## src/rtl/reg_file_mp_pkg.sv

```systemverilog
// reg_file_pkg: shared constants, types and helpers for the multi-port
// register file (reg_file_mp) and its scoreboard.
//   XLEN_DEF / NREGS_DEF : default data width and register count
//   reg_addr_t           : register address type for the default configuration
//   popcount             : counts set bits of a busy vector (up to POP_MAX bits)
package reg_file_pkg;

  localparam int XLEN_DEF  = 32;
  localparam int NREGS_DEF = 32;

  // Widest busy vector popcount accepts; narrower vectors are zero-extended.
  localparam int POP_MAX   = 256;
  localparam int POP_CNT_W = $clog2(POP_MAX) + 1;

  typedef logic [4:0] reg_addr_t;

  function automatic logic [POP_CNT_W-1:0] popcount(input logic [POP_MAX-1:0] v);
    logic [POP_CNT_W-1:0] c;
    c = '0;
    for (int i = 0; i < POP_MAX; i++) begin
      c = c + POP_CNT_W'(v[i]);
    end
    return c;
  endfunction

endpackage

```

## src/rtl/reg_file_mp_if.sv

```systemverilog
// reg_file_mp_if: bundles the read ports, writeback, issue and flush signals
// of reg_file_mp.
//   master : decode/writeback side (drives addresses, writeback, issue, flush)
//   slave  : register file side (returns read data, busy flags, iss_ready,
//            busy_cnt)
interface reg_file_mp_if
  import reg_file_pkg::*;
#(
  parameter int XLEN  = XLEN_DEF,
  parameter int NREGS = NREGS_DEF,
  parameter int NRD   = 2
) ();

  localparam int AW = $clog2(NREGS);

  logic [NRD*AW-1:0]   rs_addr;
  logic [NRD*XLEN-1:0] rs_data;
  logic [NRD-1:0]      rs_busy;
  logic                rd_wr_en;
  logic [AW-1:0]       rd_addr;
  logic [XLEN-1:0]     rd_data;
  logic                iss_valid;
  logic [AW-1:0]       iss_rd;
  logic                iss_ready;
  logic                flush;
  logic [AW:0]         busy_cnt;

  modport master (
    output rs_addr, rd_wr_en, rd_addr, rd_data, iss_valid, iss_rd, flush,
    input  rs_data, rs_busy, iss_ready, busy_cnt
  );

  modport slave (
    input  rs_addr, rd_wr_en, rd_addr, rd_data, iss_valid, iss_rd, flush,
    output rs_data, rs_busy, iss_ready, busy_cnt
  );

endinterface

```

## src/rtl/reg_file_scoreboard.sv

```systemverilog
// reg_file_scoreboard: one pending-write bit per register (register 0 never
// busy), issue acceptance, flush and registered busy count.
//   clk, rst     : clock, asynchronous active-high reset
//   wr_en_i      : writeback enable          wr_addr_i : writeback register
//   iss_valid_i  : issue request             iss_rd_i  : issue destination
//   flush_i      : clear all marks, block issue this cycle
//   iss_ready_o  : issue accepted (combinational)
//   busy_o       : raw busy bits             busy_cnt_o: count of busy bits
module reg_file_scoreboard
  import reg_file_pkg::*;
#(
  parameter int NREGS = NREGS_DEF,
  localparam int AW   = $clog2(NREGS)
) (
  input  logic             clk,
  input  logic             rst,
  input  logic             wr_en_i,
  input  logic [AW-1:0]    wr_addr_i,
  input  logic             iss_valid_i,
  input  logic [AW-1:0]    iss_rd_i,
  input  logic             flush_i,
  output logic             iss_ready_o,
  output logic [NREGS-1:0] busy_o,
  output logic [AW:0]      busy_cnt_o
);

  logic [NREGS-1:0] busy_q, busy_d;
  logic [AW:0]      cnt_q, cnt_d;
  logic             accept;

  // A writeback landing on the requested register this cycle frees it, so
  // the new producer may claim it on the same edge.
  assign iss_ready_o = ~busy_q[iss_rd_i] | (wr_en_i & (wr_addr_i == iss_rd_i)) |
                       (iss_rd_i == '0);
  assign accept      = iss_valid_i & iss_ready_o & ~flush_i & (iss_rd_i != '0);

  always_comb begin
    busy_d = busy_q;
    if (flush_i) begin
      busy_d = '0;
    end else begin
      if (wr_en_i && wr_addr_i != '0) busy_d[wr_addr_i] = 1'b0;
      // Applied after the clear: the newly issued producer owns the register.
      if (accept) busy_d[iss_rd_i] = 1'b1;
    end
    busy_d[0] = 1'b0;
    cnt_d = (AW+1)'(popcount(POP_MAX'(busy_d)));
  end

  always_ff @(posedge clk or posedge rst) begin
    if (rst) begin
      busy_q <= '0;
      cnt_q  <= '0;
    end else begin
      busy_q <= busy_d;
      cnt_q  <= cnt_d;
    end
  end

  assign busy_o     = busy_q;
  assign busy_cnt_o = cnt_q;

endmodule

```

## src/rtl/reg_file_mp.sv

```systemverilog
// reg_file_mp: parametrised multi-read-port register file with integrated
// write scoreboard. Register 0 is hardwired to zero and never busy.
//   clk, rst : clock, asynchronous active-high reset
//   bus      : reg_file_mp_if slave port
//              rs_addr/rs_data/rs_busy : NRD combinational read ports
//              rd_wr_en/rd_addr/rd_data: writeback
//              iss_valid/iss_rd/iss_ready: issue marking
//              flush, busy_cnt
// BYPASS=1 makes a same-cycle writeback visible on reads (write-first).
module reg_file_mp
  import reg_file_pkg::*;
#(
  parameter int XLEN   = XLEN_DEF,
  parameter int NREGS  = NREGS_DEF,
  parameter int NRD    = 2,
  parameter int BYPASS = 1,
  localparam int AW    = $clog2(NREGS)
) (
  input logic            clk,
  input logic            rst,
  reg_file_mp_if.slave   bus
);

  logic [XLEN-1:0]  regs_q [NREGS];
  logic [XLEN-1:0]  regs_d [NREGS];
  logic [NREGS-1:0] busy;
  logic             byp_en;
  logic             byp;
  logic [AW-1:0]    ra;

  reg_file_scoreboard #(.NREGS(NREGS)) u_sb (
    .clk        (clk),
    .rst        (rst),
    .wr_en_i    (bus.rd_wr_en),
    .wr_addr_i  (bus.rd_addr),
    .iss_valid_i(bus.iss_valid),
    .iss_rd_i   (bus.iss_rd),
    .flush_i    (bus.flush),
    .iss_ready_o(bus.iss_ready),
    .busy_o     (busy),
    .busy_cnt_o (bus.busy_cnt)
  );

  // Entry 0 is never written, so it stays at its reset value.
  always_comb begin
    regs_d = regs_q;
    if (bus.rd_wr_en && bus.rd_addr != '0) regs_d[bus.rd_addr] = bus.rd_data;
  end

  always_ff @(posedge clk or posedge rst) begin
    if (rst) begin
      for (int r = 0; r < NREGS; r++) regs_q[r] <= '0;
    end else begin
      regs_q <= regs_d;
    end
  end

  // Bypass is suppressed while in reset so read data is forced to zero.
  assign byp_en = (BYPASS != 0) & ~rst & bus.rd_wr_en;

  always_comb begin
    bus.rs_data = '0;
    bus.rs_busy = '0;
    ra          = '0;
    byp         = 1'b0;
    for (int i = 0; i < NRD; i++) begin
      ra  = bus.rs_addr[i*AW +: AW];
      byp = byp_en & (bus.rd_addr == ra);
      if (ra != '0) begin
        bus.rs_data[i*XLEN +: XLEN] = byp ? bus.rd_data : regs_q[ra];
        bus.rs_busy[i]              = busy[ra] & ~byp;
      end
    end
  end

endmodule

```

## src/flat_wrapper.sv

```systemverilog
// flat-port wrapper written by rule: the top's interface ports become plain ports
module reg_file_mp_flat import reg_file_pkg::*;
#(
  parameter int XLEN   = XLEN_DEF,
  parameter int NREGS  = NREGS_DEF,
  parameter int NRD    = 2,
  parameter int BYPASS = 1,
  localparam int AW    = $clog2(NREGS)
)
  (clk, rst, bus_rs_addr, bus_rd_wr_en, bus_rd_addr, bus_rd_data, bus_iss_valid, bus_iss_rd, bus_flush, bus_rs_data, bus_rs_busy, bus_iss_ready, bus_busy_cnt);
  reg_file_mp_if #(.XLEN(XLEN), .NREGS(NREGS), .NRD(NRD)) bus_i ();
  input logic clk;
  input logic rst;
  input wire logic [$bits(bus_i.rs_addr)-1:0] bus_rs_addr;
  input wire logic [$bits(bus_i.rd_wr_en)-1:0] bus_rd_wr_en;
  input wire logic [$bits(bus_i.rd_addr)-1:0] bus_rd_addr;
  input wire logic [$bits(bus_i.rd_data)-1:0] bus_rd_data;
  input wire logic [$bits(bus_i.iss_valid)-1:0] bus_iss_valid;
  input wire logic [$bits(bus_i.iss_rd)-1:0] bus_iss_rd;
  input wire logic [$bits(bus_i.flush)-1:0] bus_flush;
  output wire logic [$bits(bus_i.rs_data)-1:0] bus_rs_data;
  output wire logic [$bits(bus_i.rs_busy)-1:0] bus_rs_busy;
  output wire logic [$bits(bus_i.iss_ready)-1:0] bus_iss_ready;
  output wire logic [$bits(bus_i.busy_cnt)-1:0] bus_busy_cnt;
  assign bus_i.rs_addr = bus_rs_addr;
  assign bus_i.rd_wr_en = bus_rd_wr_en;
  assign bus_i.rd_addr = bus_rd_addr;
  assign bus_i.rd_data = bus_rd_data;
  assign bus_i.iss_valid = bus_iss_valid;
  assign bus_i.iss_rd = bus_iss_rd;
  assign bus_i.flush = bus_flush;
  assign bus_rs_data = bus_i.rs_data;
  assign bus_rs_busy = bus_i.rs_busy;
  assign bus_iss_ready = bus_i.iss_ready;
  assign bus_busy_cnt = bus_i.busy_cnt;
  reg_file_mp #(.XLEN(XLEN), .NREGS(NREGS), .NRD(NRD), .BYPASS(BYPASS)) u_core (.clk(clk), .rst(rst), .bus(bus_i));
endmodule
```

## config.mk

```make
export PLATFORM = sky130hd
export DESIGN_NAME = reg_file_mp_flat
export DESIGN_NICKNAME = d
export VERILOG_FILES = /design/src/rtl/reg_file_mp_pkg.sv /design/src/rtl/reg_file_mp_if.sv /design/src/rtl/reg_file_scoreboard.sv /design/src/rtl/reg_file_mp.sv /design/src/flat_wrapper.sv
export SDC_FILE = /design/constraint.sdc
export NUM_CORES = 2
export LEC_CHECK = 0
export CAP_MARGIN = 20
export CORE_MARGIN = 2
export CORE_UTILIZATION = 45
export CTS_CLUSTER_SIZE = 40
export DETAILED_ROUTE_END_ITERATION = 6
export GPL_TIMING_DRIVEN = 0
export MAX_ROUTING_LAYER = met4
export PLACE_DENSITY = 0.65
export SYNTH_ARGS = -nofsm -noshare
export SYNTH_HDL_FRONTEND = slang
export SYNTH_SLANG_ARGS = --single-unit
```

## constraint.sdc

```tcl
create_clock -name clk -period 38.6 [get_ports clk]
set_input_delay 5.79 -clock clk [delete_from_list [all_inputs] [get_ports clk]]
set_output_delay 5.79 -clock clk [all_outputs]
set_load 0.005 [all_outputs]
```

* After elaboration in Yosys (flattened, before gate mapping) *
Cells that the tools add are included.

cells by class
  add/sub/neg operators = 30
  bitwise logic cells = 22
  reductions and logical operators = 9
  $lt $le $gt $ge = 10
  equality and inequality tests = 3
  mux-type cells = 29

operators with widths
  operator              count
  $bwmux W1024          1
  $mux W32              13
  $bmux W32 S5          2
  $demux W32 S5         1
  $add A6 B1 Y6         25
  $and A32 B32 Y32      1
  $not A32 Y32          1
  $or A32 B32 Y32       1
  $lt A5 B6 Y1 const B  4
  $reduce_bool A5 Y1    4
  $ge A6 B6 Y1 const B  3
  $not A5 Y6            3
  $bmux W1 S5           3
  $eq A5 B5 Y1          3
  $demux W1 S5          2
  $ge A5 B1 Y1 const B  2
  $and A1 B1 Y1         9
  $mux W1               7
  $add A5 B1 Y6         1
  $lt A6 B1 Y1 const B  1
  $add A4 B1 Y5         1
  $logic_not A5 Y1      1
  $not A1 Y1            5
  $add A3 B1 Y4         1
  other kinds (4)       8

word-level totals
  register bits = 1061
  word-level logic and storage cells = 137
  output and inout bits = 73
  input port bits = 57

* Depth between registers and ports, before layout *
  word-level depth = 41
  mapped depth = 23

* Modules after synthesis *
Synthesis repeated with hierarchy kept, for this count alone.

second synthesis, totals
  cell total of the unflattened synthesis = 4168
  area, all modules = 58841.4 um2

by module, submodules not included
  module               area each (um2)  instances  cells each  seq. area each (um2)
  reg_file_mp          55478.2          1          3812        25624.6
  reg_file_scoreboard  3363.2           1          356         925.9

* Worst setup path after synthesis *
OpenSTA, ideal clock, no wires.

  path kind = in2out
  from = input port bus_rs_addr[6]
  to = output port bus_rs_data[39]
  data required time = 32.810 ns
  buffers on the path = 4
  path slack = 25.331 ns
  arrival time = 7.479 ns
  cell stages on the path = 8
  cells stage by stage = buf_2 buf_4 buf_2 buf_4 mux4_2 a22oi_1 o21ai_0 a221o_1

between the ends
  cells in the longest elaborated chain, start to end = 6
  elaborated cells on any way between the ends = 9
  those cells by class = eq/ne (1); mux (5); bitwise (2); reduce/logical (1)

RTL lines
  item                                          RTL line            source
  from (decl)                                   flat_wrapper.sv:14  input wire logic [$bits(bus_i.rs_addr)-1:0] bus_rs_addr;
  $not A5 Y6 (not written as such)              reg_file_mp.sv:70   bus.rs_data[i*XLEN +: XLEN] = byp ? bus.rd_data : regs_q[ra];
  $bmux W32 S5                                  reg_file_mp.sv:70
  $mux W32 (not written as such) (2 in series)  reg_file_mp.sv:70
  $mux W32                                      reg_file_mp.sv:70
  $mux W32 (*)                                  reg_file_mp.sv:69   if (ra != '0) begin
  to (decl)                                     flat_wrapper.sv:21  output wire logic [$bits(bus_i.rs_data)-1:0] bus_rs_data;

Every way passes the cells marked *; elsewhere a longest branch is shown, timed or not. The select of a mux whose other input is x is not followed.

* Final worst setup path *
  from = input port bus_rd_addr[3]
  to = output port bus_rs_data[62]

between the ends
  cells in the longest elaborated chain, start to end = 4

RTL lines
  item           RTL line            source
  from (decl)    flat_wrapper.sv:16  input wire logic [$bits(bus_i.rd_addr)-1:0] bus_rd_addr;
  $eq A5 B5 Y1   reg_file_mp.sv:68   byp = byp_en & (bus.rd_addr == ra);
  $and A1 B1 Y1  reg_file_mp.sv:68
  $mux W32       reg_file_mp.sv:70
  $mux W32       reg_file_mp.sv:69

Every way passes these cells.

==> impl_metrics.json <==
{
  "cts_hold_buf": 0,
  "finalCritPeriodShare": 0.430,
  "cts-root-buf": "clkbuf_16",
  "fp-row-count": 132,
  "worst_pin_slew_ns": 1.42,
  "relSlewSlack": 0.0520,
  "cp-end-kind": "output port",
  "drt_iter0_markers": 7757,
  "fin_tns_setup_ns": 0,
  "start_util": 0.455,
  "synth-main-ff-cell": "dfrtp_1",
  "syn_nets": 4293,
  "r2r_start": "u_core.u_sb.busy_o[23]$_DFF_PP0_",
  "grt-ovfl-total": 0,
  "async_flop_share": 1.00,
  "whs_path_depth": 1,
  "crit_required_ns": 32.81,
  "critPathLaunchType": "primary input",
  "fin_crit_ns": 16.62,
  "final_common_cell": "dfrtp_1",
  "peakVddDrop_uv": 40.4,
  "syn_area_per_cell_um2": 14.0,
  "synth-compound-area-share": 0.0634,
  "cts_setup_buffers": 0,
  "clock.fmax_ghz": 0.0602,
  "wl_per_cell_um": 42.8,
  "synthMuxAreaShare": 0.401,
  "die_area_um2": 134000,
  "outcome": "finished, final reports clean",
  "ctsResizeCount": 0,
  "core_um2": 130000,
  "ios": 130,
  "yosys_register_bits": 1061,
  "worst_ep_arrival_time_ns": 10.83,
  "htree_levels": 3,
  "numCtsBuffers": 116,
  "worstReg2RegEnd": "u_core.u_sb.busy_cnt_o[4]$_DFF_PP0_",
  "drive_gt1_frac": 0.428,
  "slew_viol_final": 0,
  "crit_fanout": 10,
  "area_growth_pct": 14.5,
  "synthAdderAreaFrac": 0.00929,
  "seq_area_frac_synth": 0.450,
  "hold_viol": 0,
  "cts_sinks": 1061,
  "syn_area_um2": 59000,
  "via_per_inst": 7.20,
  "clkLatencyLatePin_ns": 0.79,
  "grt_max_degree": 122,
  "min_delay_worst_endpoint": "u_core.regs_q[1017]$_DFFE_PP0P_",
  "power_density_nw_per_um2": 50.7,
  "hold_path.class": "reg -> reg",
  "drtPass1Iterations": 7,
  "seqCellArea_um2": 26600,
  "portBuffers": 120,
  "vias": 45900,
  "reg2reg_slack_ns": 32.18,
  "synth-simple-area-share": 0.0326,
  "pre_cts_slack_ns": 22.44,
  "min_from": "u_core.regs_q[1017]$_DFFE_PP0P_",
  "crit_type": "in -> out",
  "p_leak_nw": 29.0,
  "grt_pass1_vias": 44300,
  "die_w_um": 366,
  "cts_tree": "done",
  "antenna_found_initial": 23,
  "finalSetupViolCount": 0,
  "r2r_cells": 21,
  "synthXorXnorAreaFrac": 0.00267,
  "finalWorstSetupSlack_ns": 21.98,
  "wirelength_mm": 273,
  "dpl_cell_area_um2": 63400,
  "cts.clk_slew.worst_paths_ns": 0.06,
  "grtUsageTotal": 0.414,
  "drc": 0,
  "syn_inst": 4206,
  "dp_hpwl_mm": 189,
  "die_h_um": 366,
  "final_cell_mix": "dfrtp_1 (1,061), mux2_2 (1,046), mux4_2 (420)",
  "rsz0062_at_grt": "false",
  "place.gp.congestion": 1.05,
  "synth_edf_count": 0,
  "ys_types": 76,
  "finish.net_count": 4598,
  "grt_pass1_wl_mm": 369,
  "cts_buffer_depth": 3,
  "fill_cells": 11200,
  "finClkSkew_ns": 0.0133,
  "drtAntennaViolNets": 0,
  "multi_input_area_um2": 30100,
  "drv_cap": 0,
  "synth_top_family_by_area": "multiplexers",
  "yosys_warnings": 0,
  "final_cell_area_um2": 67600,
  "final_util": 0.521
}
==> cells by family after synthesis <==
family                   after synthesis
AND/OR/NAND/NOR                      365
multiplexers                        1711
adder cells (fa/ha/maj)               30
buffers and inverters                509
XOR/XNOR                              18
AO/OA/AOI/OAI                        512
flip-flops                          1061
==> metrics by stage <==
stage / hold WS [ns] / cells / total power, mW
finish: 0.480 / 6376 / 3.43
floorplan: 0.438 / 4206 / 1.95
global placement: 0.455 / 6068 / 2.19
global route: 0.490 / 6372 / 3.52
CTS: 0.479 / 6338 / 3.39
detailed placement: 0.465 / 6127 / 2.22
==> metal layers <==
metal | vias to the layer above | part of all wire | GRT usage | routed length, um
met5 | - | 0 | - | 0
met4 | 0 | 0.096 | 0.314 | 26100
li1 | 16900 | - | - | -
met1 | 23900 | 0.35 | 0.496 | 96600
met2 | 3986 | 0.41 | 0.546 | 111000
met3 | 1147 | 0.15 | 0.179 | 39600
==> worst max-delay path, cell delays in order <==
cell             delay, ns
clkdlybuf4s50_1       0.74
buf_2                 0.41
xnor2_1               0.12
nand2_1               0.14
or2_2                 0.13
clkbuf_1              0.98
clkbuf_1              1.01
nand3_1               0.16
a21oi_1               0.70
clkdlybuf4s50_1       0.64
==> synthesized netlist by cell type (all sizes together) (4+ instances only) <==
library cell     n  share of area
a22o            12         0.0018
a211o           16         0.0024
nor3b            4        0.00051
nand2           55         0.0035
mux4           420           0.16
ha               7         0.0015
nor2            91         0.0060
a311o            8         0.0014
a211oi          20         0.0025
o21a            17         0.0022
mux2i          243          0.041
o211ai          18         0.0023
inv             43         0.0027
o22ai           44         0.0048
mux2          1048           0.20
o21ai          102         0.0086
nor3            33         0.0029
or2             12         0.0013
nand3           35         0.0030
and2             5        0.00053
buf            246          0.024
or3b             8         0.0012
a221o           13         0.0022
fa              23         0.0078
xnor2           16         0.0024
o221ai          15         0.0022
nand3b          28         0.0036
dfrtp         1061           0.45
a21oi           47         0.0042
nand4            5        0.00053
o32ai           14         0.0021
nand2b          16         0.0017
o32a            12         0.0020
nor2b           27         0.0029
a22oi           62         0.0081
o2111ai          4        0.00059
a21o             7        0.00089
clkbuf         219          0.014
and3            16         0.0017
a221oi          72          0.011
nor4            23         0.0025
a32oi            5         0.0010
a31oi            6        0.00064
==> sequential cells by signal (all words and copies together), names as in the netlist <==
name,flops
u_core.u_sb.busy_o,31
u_core.u_sb.busy_cnt_o,6
u_core.regs_q,1024
==> how the worst max path moves through the flow <==
stage,startpoint,to,slack [ns],depth (start not counted)
after floorplan,rst,u_core.regs_q[0]$_DFFE_PP0P_,2.94,1
after CTS,bus_rs_addr[8],bus_rs_data[61],22.42,10
after detailed placement,bus_rs_addr[8],bus_rs_data[61],22.44,10
after global placement,rst,u_core.regs_q[726]$_DFFE_PP0P_,-10.57,2
final,bus_rd_addr[3],bus_rs_data[62],21.98,10
after global routing,bus_rd_addr[3],bus_rs_data[62],22.31,10
==> final cells by class <==
class                           instances  share of cell area
Timing Repair Buffer                  187              0.0338
Tap cell                             1742              0.0323
Inverter                               44             0.00256
Sequential cell                      1061               0.393
Clock inverter                         35             0.00789
Clock buffer                          176              0.0512
Buffer                                465              0.0333
Multi-Input combinational cell       2636               0.445
Antenna cell                           30             0.00111
==> report_power, final <==
group	switching [mW]	internal, mW
Sequential	0.155	1.32
Clock	0.500	0.689
Combinational	0.360	0.406
(Power assumes the default switching activity.)
